## config.mk

```make
export PLATFORM = sky130hd
export DESIGN_NAME = tl_cfg_driver
export DESIGN_NICKNAME = d
export VERILOG_FILES = /design/src/rtl/tl_cfg_driver.sv
export SDC_FILE = /design/constraint.sdc
export NUM_CORES = 1
export LEC_CHECK = 0
export CORE_UTILIZATION = 52
export CTS_CLUSTER_DIAMETER = 150
export DETAILED_ROUTE_END_ITERATION = 7
export PLACE_DENSITY = 0.75
export SLEW_MARGIN = 20
export SYNTH_ARGS = -nofsm -noshare
export SYNTH_HDL_FRONTEND = slang
export SYNTH_SLANG_ARGS = --single-unit
```

## constraint.sdc

```tcl
create_clock -name clk -period 4 [get_ports clk]
set_clock_uncertainty 0.1 [all_clocks]
set_input_delay 0.6 -clock clk [delete_from_list [all_inputs] [get_ports clk]]
set_output_delay 0.6 -clock clk [all_outputs]
set_load 0.005 [all_outputs]
```

## src/rtl/tl_cfg_driver.sv

```systemverilog
// Config-bus driver: walks 16 shadow registers onto tl_cfg_add/tl_cfg_ctl,
// holding each address for HOLD_CYCLES clocks, and forwards a registered status word.
module tl_cfg_driver #(
    parameter int HOLD_CYCLES = 8
) (
    input  logic        clk,
    input  logic        reset,
    input  logic        cfg_wr_valid,
    output logic        cfg_wr_ready,
    input  logic [3:0]  cfg_wr_addr,
    input  logic [31:0] cfg_wr_data,
    input  logic [52:0] sts_in,
    output logic [3:0]  tl_cfg_add,
    output logic [31:0] tl_cfg_ctl,
    output logic [52:0] tl_cfg_sts,
    output logic        round_done
);

    localparam logic [7:0] HOLD_LAST = 8'(HOLD_CYCLES - 1);

    logic [31:0] regs [16];
    logic [7:0]  hold_cnt;
    logic        window_end;
    logic [3:0]  next_add;

    assign window_end   = (hold_cnt == HOLD_LAST);
    assign next_add     = tl_cfg_add + 4'd1;
    assign cfg_wr_ready = ~reset;
    assign round_done   = ~reset & window_end & (tl_cfg_add == 4'hF);

    // tl_cfg_add is the address counter itself, so address and data always
    // switch on the same edge. The snapshot reads regs before any same-edge write.
    always_ff @(posedge clk) begin
        if (reset) begin
            for (int i = 0; i < 16; i++) regs[i] <= '0;
            hold_cnt   <= '0;
            tl_cfg_add <= '0;
            tl_cfg_ctl <= '0;
            tl_cfg_sts <= '0;
        end else begin
            tl_cfg_sts <= sts_in;
            if (cfg_wr_valid) regs[cfg_wr_addr] <= cfg_wr_data;
            if (window_end) begin
                hold_cnt   <= '0;
                tl_cfg_add <= next_add;
                tl_cfg_ctl <= regs[next_add];
            end else begin
                hold_cnt <= hold_cnt + 8'd1;
            end
        end
    end

endmodule

```

# Word level (Yosys, flattened, before mapping)

Memory sizes are Yosys's and may differ from the RTL's. A register that Yosys moved wholly into a read port is not among the register bits.
Cells that the tools add are included.

Flip-flop bits (word level): 65
Memory bits (writable): 512
Input port bits: 92
Word-level logic and storage cells: 21
Memories kept: 1

$add $sub $neg: 2
Equality and inequality tests: 2
Mux-type cells: 8
Bitwise logic cells: 3
Reduce and logical (&&, ||, !) cells: 2

Memory list:

| memory | depth | bits a word | read ports | clocked after memory_dff | write ports | line | text |
|---|---|---|---|---|---|---|---|
| regs   | 16    | 32          | 1          | 1                        | 16          | 21   | `logic [31:0] regs [16];` |

Operator list:

| operator            | number |
|---|---|
| $mux 32             | 1 |
| $reduce_or 32->1    | 1 |
| $add 8x1->8 const B | 1 |
| $eq 8x3->1 const B  | 1 |
| $mux 1              | 6 |
| $add 4x1->4 const B | 1 |
| $eq 4x4->1 const B  | 1 |
| $mux 4              | 1 |
| $and 1x1->1         | 2 |
| $reduce_or 2->1     | 1 |
| $not 1->1           | 1 |

# Longest topological paths before layout

Depth in word-level cells: 5
Mapped depth: 7
Gate-level depth less buffers: 5

# Worst setup path before layout

Ideal clock, no wire load.

Path kind: input to register
Start point: in reset
End point: mem regs[2][0], enable pin
Setup time: 0.466 ns
Data arrival time: 3.494 ns
Path slack: -0.060 ns
Stages: 4
Cells stage by stage: clkbuf_1 -> nor3b_1 -> nand2b_1 -> o21ai_0

RTL lines:

| item               | line | text |
|---|---|---|
| start: declaration | 7    | `input logic reset,` |
| end: declaration   | 21   |  |

# Final worst setup path

Start point: reg hold_cnt[3]
End point: out round_done

Cells in the longest elaborated chain, start to end: 3

RTL lines:

| item                      | line | text |
|---|---|---|
| start: declaration        | 22   | `logic [7:0] hold_cnt;` |
| start signal: assignment  | 48   | `hold_cnt <= hold_cnt + 8'd1;` |
| $eq 8x3->1                | 26   | `assign window_end = (hold_cnt == HOLD_LAST);` |
| $and 1x1->1 (2 in series) | 29   | `assign round_done = ~reset & window_end & (tl_cfg_add == 4'hF);` |
| end: declaration          | 16   | `output logic round_done` |

No other way between the ends.

==> flow_summary.html <==
<table>
<tr><th>Metric</th><th>Value</th></tr>
<tr><th colspan="2">Yosys</th></tr>
<tr><td>Top cells by area, synth</td><td>sky130_fd_sc_hd__edfxtp_1 59%, sky130_fd_sc_hd__and2_1 12%, sky130_fd_sc_hd__mux4_2 11%, sky130_fd_sc_hd__dfxtp_1 7.5%, sky130_fd_sc_hd__mux2i_1 2.5%</td></tr>
<tr><td>EDFF count, synth</td><td>512</td></tr>
<tr><td>Commonest cells in the netlist</td><td>513 x sky130_fd_sc_hd__and2_1, 512 x sky130_fd_sc_hd__edfxtp_1, 128 x sky130_fd_sc_hd__mux4_2, 117 x sky130_fd_sc_hd__clkbuf_1, 97 x sky130_fd_sc_hd__dfxtp_1</td></tr>
<tr><td>Net count after synthesis</td><td>1777</td></tr>
<tr><td>Top cell type's share of synthesized area</td><td>59.1%</td></tr>
<tr><td>Dominant register cell in the synthesized netlist</td><td>sky130_fd_sc_hd__edfxtp_1</td></tr>
<tr><td>Register area share after synthesis</td><td>66.5%</td></tr>
<tr><td>Post-synth design cell area</td><td>26000 um^2</td></tr>
<tr><td>Count of warnings emitted by yosys</td><td>0</td></tr>
<tr><td>Share of synthesized flip-flops with an asynchronous set or reset</td><td>0%</td></tr>
<tr><td>Number of instances in the synthesized netlist</td><td>1683</td></tr>
<tr><td>Area leader, netlist</td><td>sky130_fd_sc_hd__edfxtp_1</td></tr>
<tr><td>Post-synthesis register bit count</td><td>609</td></tr>
<tr><td>Netlist cell types</td><td>31</td></tr>
<tr><td>Synthesized area per cell</td><td>15.5 um^2</td></tr>
<tr><td>Dominant cell by count in the synthesized netlist</td><td>sky130_fd_sc_hd__and2_1</td></tr>
<tr><th colspan="2">Place</th></tr>
<tr><td>Placed insts</td><td>2442</td></tr>
<tr><td>Post-place setup slack</td><td>0.728 ns</td></tr>
<tr><td>Sum of net half-perimeters after detailed placement</td><td>35400 um</td></tr>
<tr><td>Input/output buffers</td><td>182</td></tr>
<tr><td>Weighted congestion reported at the end of routability-driven placement</td><td>0.778</td></tr>
<tr><th colspan="2">Worst setup path</th></tr>
<tr><td>Critical path buffer and inverter count</td><td>1</td></tr>
<tr><td>Reg-to-reg slack, setup</td><td>0.97 ns</td></tr>
<tr><td>Endpoint of the worst register-to-register path</td><td>tl_cfg_ctl[17]$_SDFFE_PP0N_</td></tr>
<tr><td>Slowest cell on the critical path</td><td>sky130_fd_sc_hd__or4_1</td></tr>
<tr><td>Start-to-end type of the worst setup path</td><td>register to primary output</td></tr>
<tr><td>Maximum cell stage delay along the critical path</td><td>0.54 ns</td></tr>
<tr><td>Stages on worst setup path</td><td>4</td></tr>
<tr><td>CP Cell Sequence</td><td>or4_1 -&gt; or4_4 -&gt; nor2_1 -&gt; clkdlybuf4s50_1</td></tr>
<tr><td>Register-to-Register Path Depth</td><td>6</td></tr>
<tr><td>Worst setup path end</td><td>round_done</td></tr>
<tr><td>Worst setup SP type</td><td>register</td></tr>
<tr><td>Worst Path Arrival</td><td>2.61 ns</td></tr>
<tr><td>Critical path capture point type</td><td>primary output</td></tr>
<tr><td>Req. time, crit path</td><td>3.30 ns</td></tr>
<tr><td>Crit Path Max Fanout</td><td>5</td></tr>
<tr><td>CP top delay family</td><td>simple AND/OR/NAND/NOR gates</td></tr>
<tr><td>Reg2reg start</td><td>tl_cfg_add[0]$_SDFFE_PP0N_</td></tr>
<tr><td>Worst setup path startpoint</td><td>hold_cnt[3]$_SDFF_PP0_</td></tr>
<tr><th colspan="2">STA</th></tr>
<tr><td>Smallest setup slack after layout</td><td>0.689 ns</td></tr>
<tr><td>Worst relative slew slack</td><td>37.9%</td></tr>
<tr><td>Post-Route Setup TNS</td><td>0 ns</td></tr>
<tr><td>Peak clock frequency supported by timing</td><td>0.302 GHz</td></tr>
<tr><td>Worst Tran Pin Value</td><td>0.931 ns</td></tr>
<tr><td>Final Hold Fails</td><td>0</td></tr>
<tr><td>Max Transition Viols Final</td><td>0</td></tr>
<tr><td>Period utilisation layout</td><td>82.8%</td></tr>
<tr><td>Number of failing setup endpoints in the final timing report</td><td>0</td></tr>
<tr><td>Setup repair after global routing missed its margin</td><td>no</td></tr>
<tr><td>Shortest period the worst path allows</td><td>3.31 ns</td></tr>
<tr><th colspan="2">Global route</th></tr>
<tr><td>Vias in the first global route</td><td>15105</td></tr>
<tr><td>Pin count of the biggest net entering global routing</td><td>71</td></tr>
<tr><td>GRT Residual Overflow</td><td>0</td></tr>
<tr><td>Global-route wire length before repair</td><td>91200 um</td></tr>
<tr><td>Initial antenna violation count</td><td>1</td></tr>
<tr><td>Gr usage total</td><td>24.2%</td></tr>
<tr><th colspan="2">Layout</th></tr>
<tr><td>Net count of the finished layout</td><td>1934</td></tr>
<tr><td>Layout area overhead</td><td>17.9%</td></tr>
<tr><td>Count of inserted antenna diode cells</td><td>0</td></tr>
<tr><td>Post-route core utilization</td><td>62.4%</td></tr>
<tr><td>Share of post-route cells with drive strength above 1</td><td>15.5%</td></tr>
<tr><td>Non-filler cells, final</td><td>2552</td></tr>
<tr><td># fillers</td><td>3530</td></tr>
<tr><th colspan="2">Floorplanning</th></tr>
<tr><td>Core region area</td><td>49200 um^2</td></tr>
<tr><td>Die Area</td><td>50900 um^2</td></tr>
<tr><td>Chip Height</td><td>226 um</td></tr>
<tr><td>Initial Util</td><td>52.9%</td></tr>
<tr><td>Die width</td><td>226 um</td></tr>
<tr><td>Num rows</td><td>81</td></tr>
<tr><td>Count of boundary I/O pins</td><td>183</td></tr>
<tr><th colspan="2">Clocking</th></tr>
<tr><td>Clock input transition at the sequential cells of the worst setup and hold paths</td><td>0.06 ns</td></tr>
<tr><td>Clock Tree Root</td><td>sky130_fd_sc_hd__clkbuf_16</td></tr>
<tr><td>Clock H-tree levels</td><td>2</td></tr>
<tr><td>Setup Buffers After CTS</td><td>0</td></tr>
<tr><td>Number of buffers inserted by hold repair at cts</td><td>0</td></tr>
<tr><td>Skew-Pair Late Insertion Delay</td><td>0.61 ns</td></tr>
<tr><td>Clock tree from TritonCTS</td><td>done</td></tr>
<tr><td>Bufs on Longest Clock Path</td><td>3</td></tr>
<tr><td>Num Clock Sinks</td><td>609</td></tr>
<tr><td>Clock buffers created by TritonCTS</td><td>60</td></tr>
<tr><td>Cts repair resizes</td><td>0</td></tr>
<tr><th colspan="2">Power and ir drop</th></tr>
<tr><td>Power density over the cells</td><td>435 nW/um^2</td></tr>
<tr><td>Leakage power figure</td><td>10.6 nW</td></tr>
<tr><td>Peak VDD IR</td><td>0.362 mV</td></tr>
<tr><td>Total design power</td><td>13.4 mW</td></tr>
<tr><th colspan="2">Routing</th></tr>
<tr><td>Routed wire length</td><td>60000 um</td></tr>
<tr><td>Vias after detailed routing</td><td>14533</td></tr>
<tr><td>Number of iterations in the first detailed-routing pass</td><td>5</td></tr>
<tr><td>DRT iter0 DRCs</td><td>1217</td></tr>
<tr><td>Detailed-route wire length per cell</td><td>23.5 um</td></tr>
<tr><td>Count of antenna-violating nets left after detailed routing</td><td>0</td></tr>
<tr><td>Average vias per placed instance</td><td>5.69</td></tr>
<tr><td>Number of design rule violations left after detail routing</td><td>0</td></tr>
<tr><th colspan="2">Run</th></tr>
<tr><td>Max Cap Viol</td><td>0</td></tr>
<tr><th colspan="2">Hold path</th></tr>
<tr><td>Worst hold path type</td><td>register to register</td></tr>
<tr><th colspan="2">Status</th></tr>
<tr><td>Run status</td><td>finished, final reports clean</td></tr>
</table>
kinds of logic after synthesis:
| kind of cell | after synthesis | synth area share (%) |
|---|---|---|
| flip-flops | 609 | 66.5 |
| XOR/XNOR | 10 | 0.337 |
| adder cells (fa/ha/maj) | 2 | 0.0961 |
| AND/OR/NAND/NOR | 681 | 15.8 |
| buffers and inverters | 142 | 2.27 |
| multiplexers | 192 | 13.5 |
| AO/OA/AOI/OAI | 47 | 1.41 |
worst min-delay path by stage:
stage	startpoint	end	slack (ns)	depth (start not counted)
4_1_cts	hold_cnt[0]$_SDFF_PP0_	hold_cnt[0]$_SDFF_PP0_	0.34	1
2_1_floorplan	hold_cnt[0]$_SDFF_PP0_	hold_cnt[0]$_SDFF_PP0_	0.31	1
6_report	hold_cnt[0]$_SDFF_PP0_	hold_cnt[0]$_SDFF_PP0_	0.34	1
3_3_place_gp	hold_cnt[0]$_SDFF_PP0_	hold_cnt[0]$_SDFF_PP0_	0.32	1
3_5_place_dp	hold_cnt[0]$_SDFF_PP0_	hold_cnt[0]$_SDFF_PP0_	0.33	1
5_1_grt	hold_cnt[0]$_SDFF_PP0_	hold_cnt[0]$_SDFF_PP0_	0.35	1
final cells by class:
| class | instances | area [um^2] | area share (%) |
|---|---|---|---|
| well taps | 664 | 831 | 2.71 |
| flip-flops and latches | 609 | 17300 | 56.5 |
| clock inverters | 23 | 175 | 0.571 |
| inverters | 2 | 7.51 | 0.0245 |
| repair buffers | 235 | 2310 | 7.54 |
| multi-input cells | 932 | 8370 | 27.3 |
| clock buffers | 87 | 1670 | 5.43 |
per-stage QoR:
step | hold WS [ns] | instance area [um^2]
after floorplan | 0.313 | 26000
after global placement | 0.322 | 28800
after detailed placement | 0.332 | 28800
after CTS | 0.340 | 30700
after global routing | 0.347 | 30700
final | 0.345 | 30700
routing by layer:
layer  routed length [um]  track usage [%]
met5                    0                0
met4                 1360             7.64
met3                 3640             3.58
met2                30700             41.5
met1                24300             31.7
cells in the final DEF, fill, tap and decap left out, drive strengths merged, types with 4 or more instances in the layout:
cell type      netlist  layout
dfxtp               97      97
clkdlybuf4s50        0     181
edfxtp             512     512
mux2i               64      64
xnor2                4       4
and2               513     513
xor2                 6       6
a211o               32      32
nor3                69      69
or2                  5       5
nor2b               53      53
nor2                22      22
clkbuf             117      87
nand3                6       6
o21ai               12      12
clkinv               0      19
buf                 23      54
mux4               128     128
registers in the layout, indices dropped and copies added, names as in the netlist:
name        cells
tl_cfg_add      4
hold_cnt        8
tl_cfg_ctl     32
tl_cfg_sts     53
regs          512
power by group:
group          internal [mW]  leakage (nW)  switching (mW)
clock                   3.06         0.892            2.31
combinational          0.325          3.98           0.373
sequential              7.20          5.68          0.0930
(Power assumes the default switching activity.)
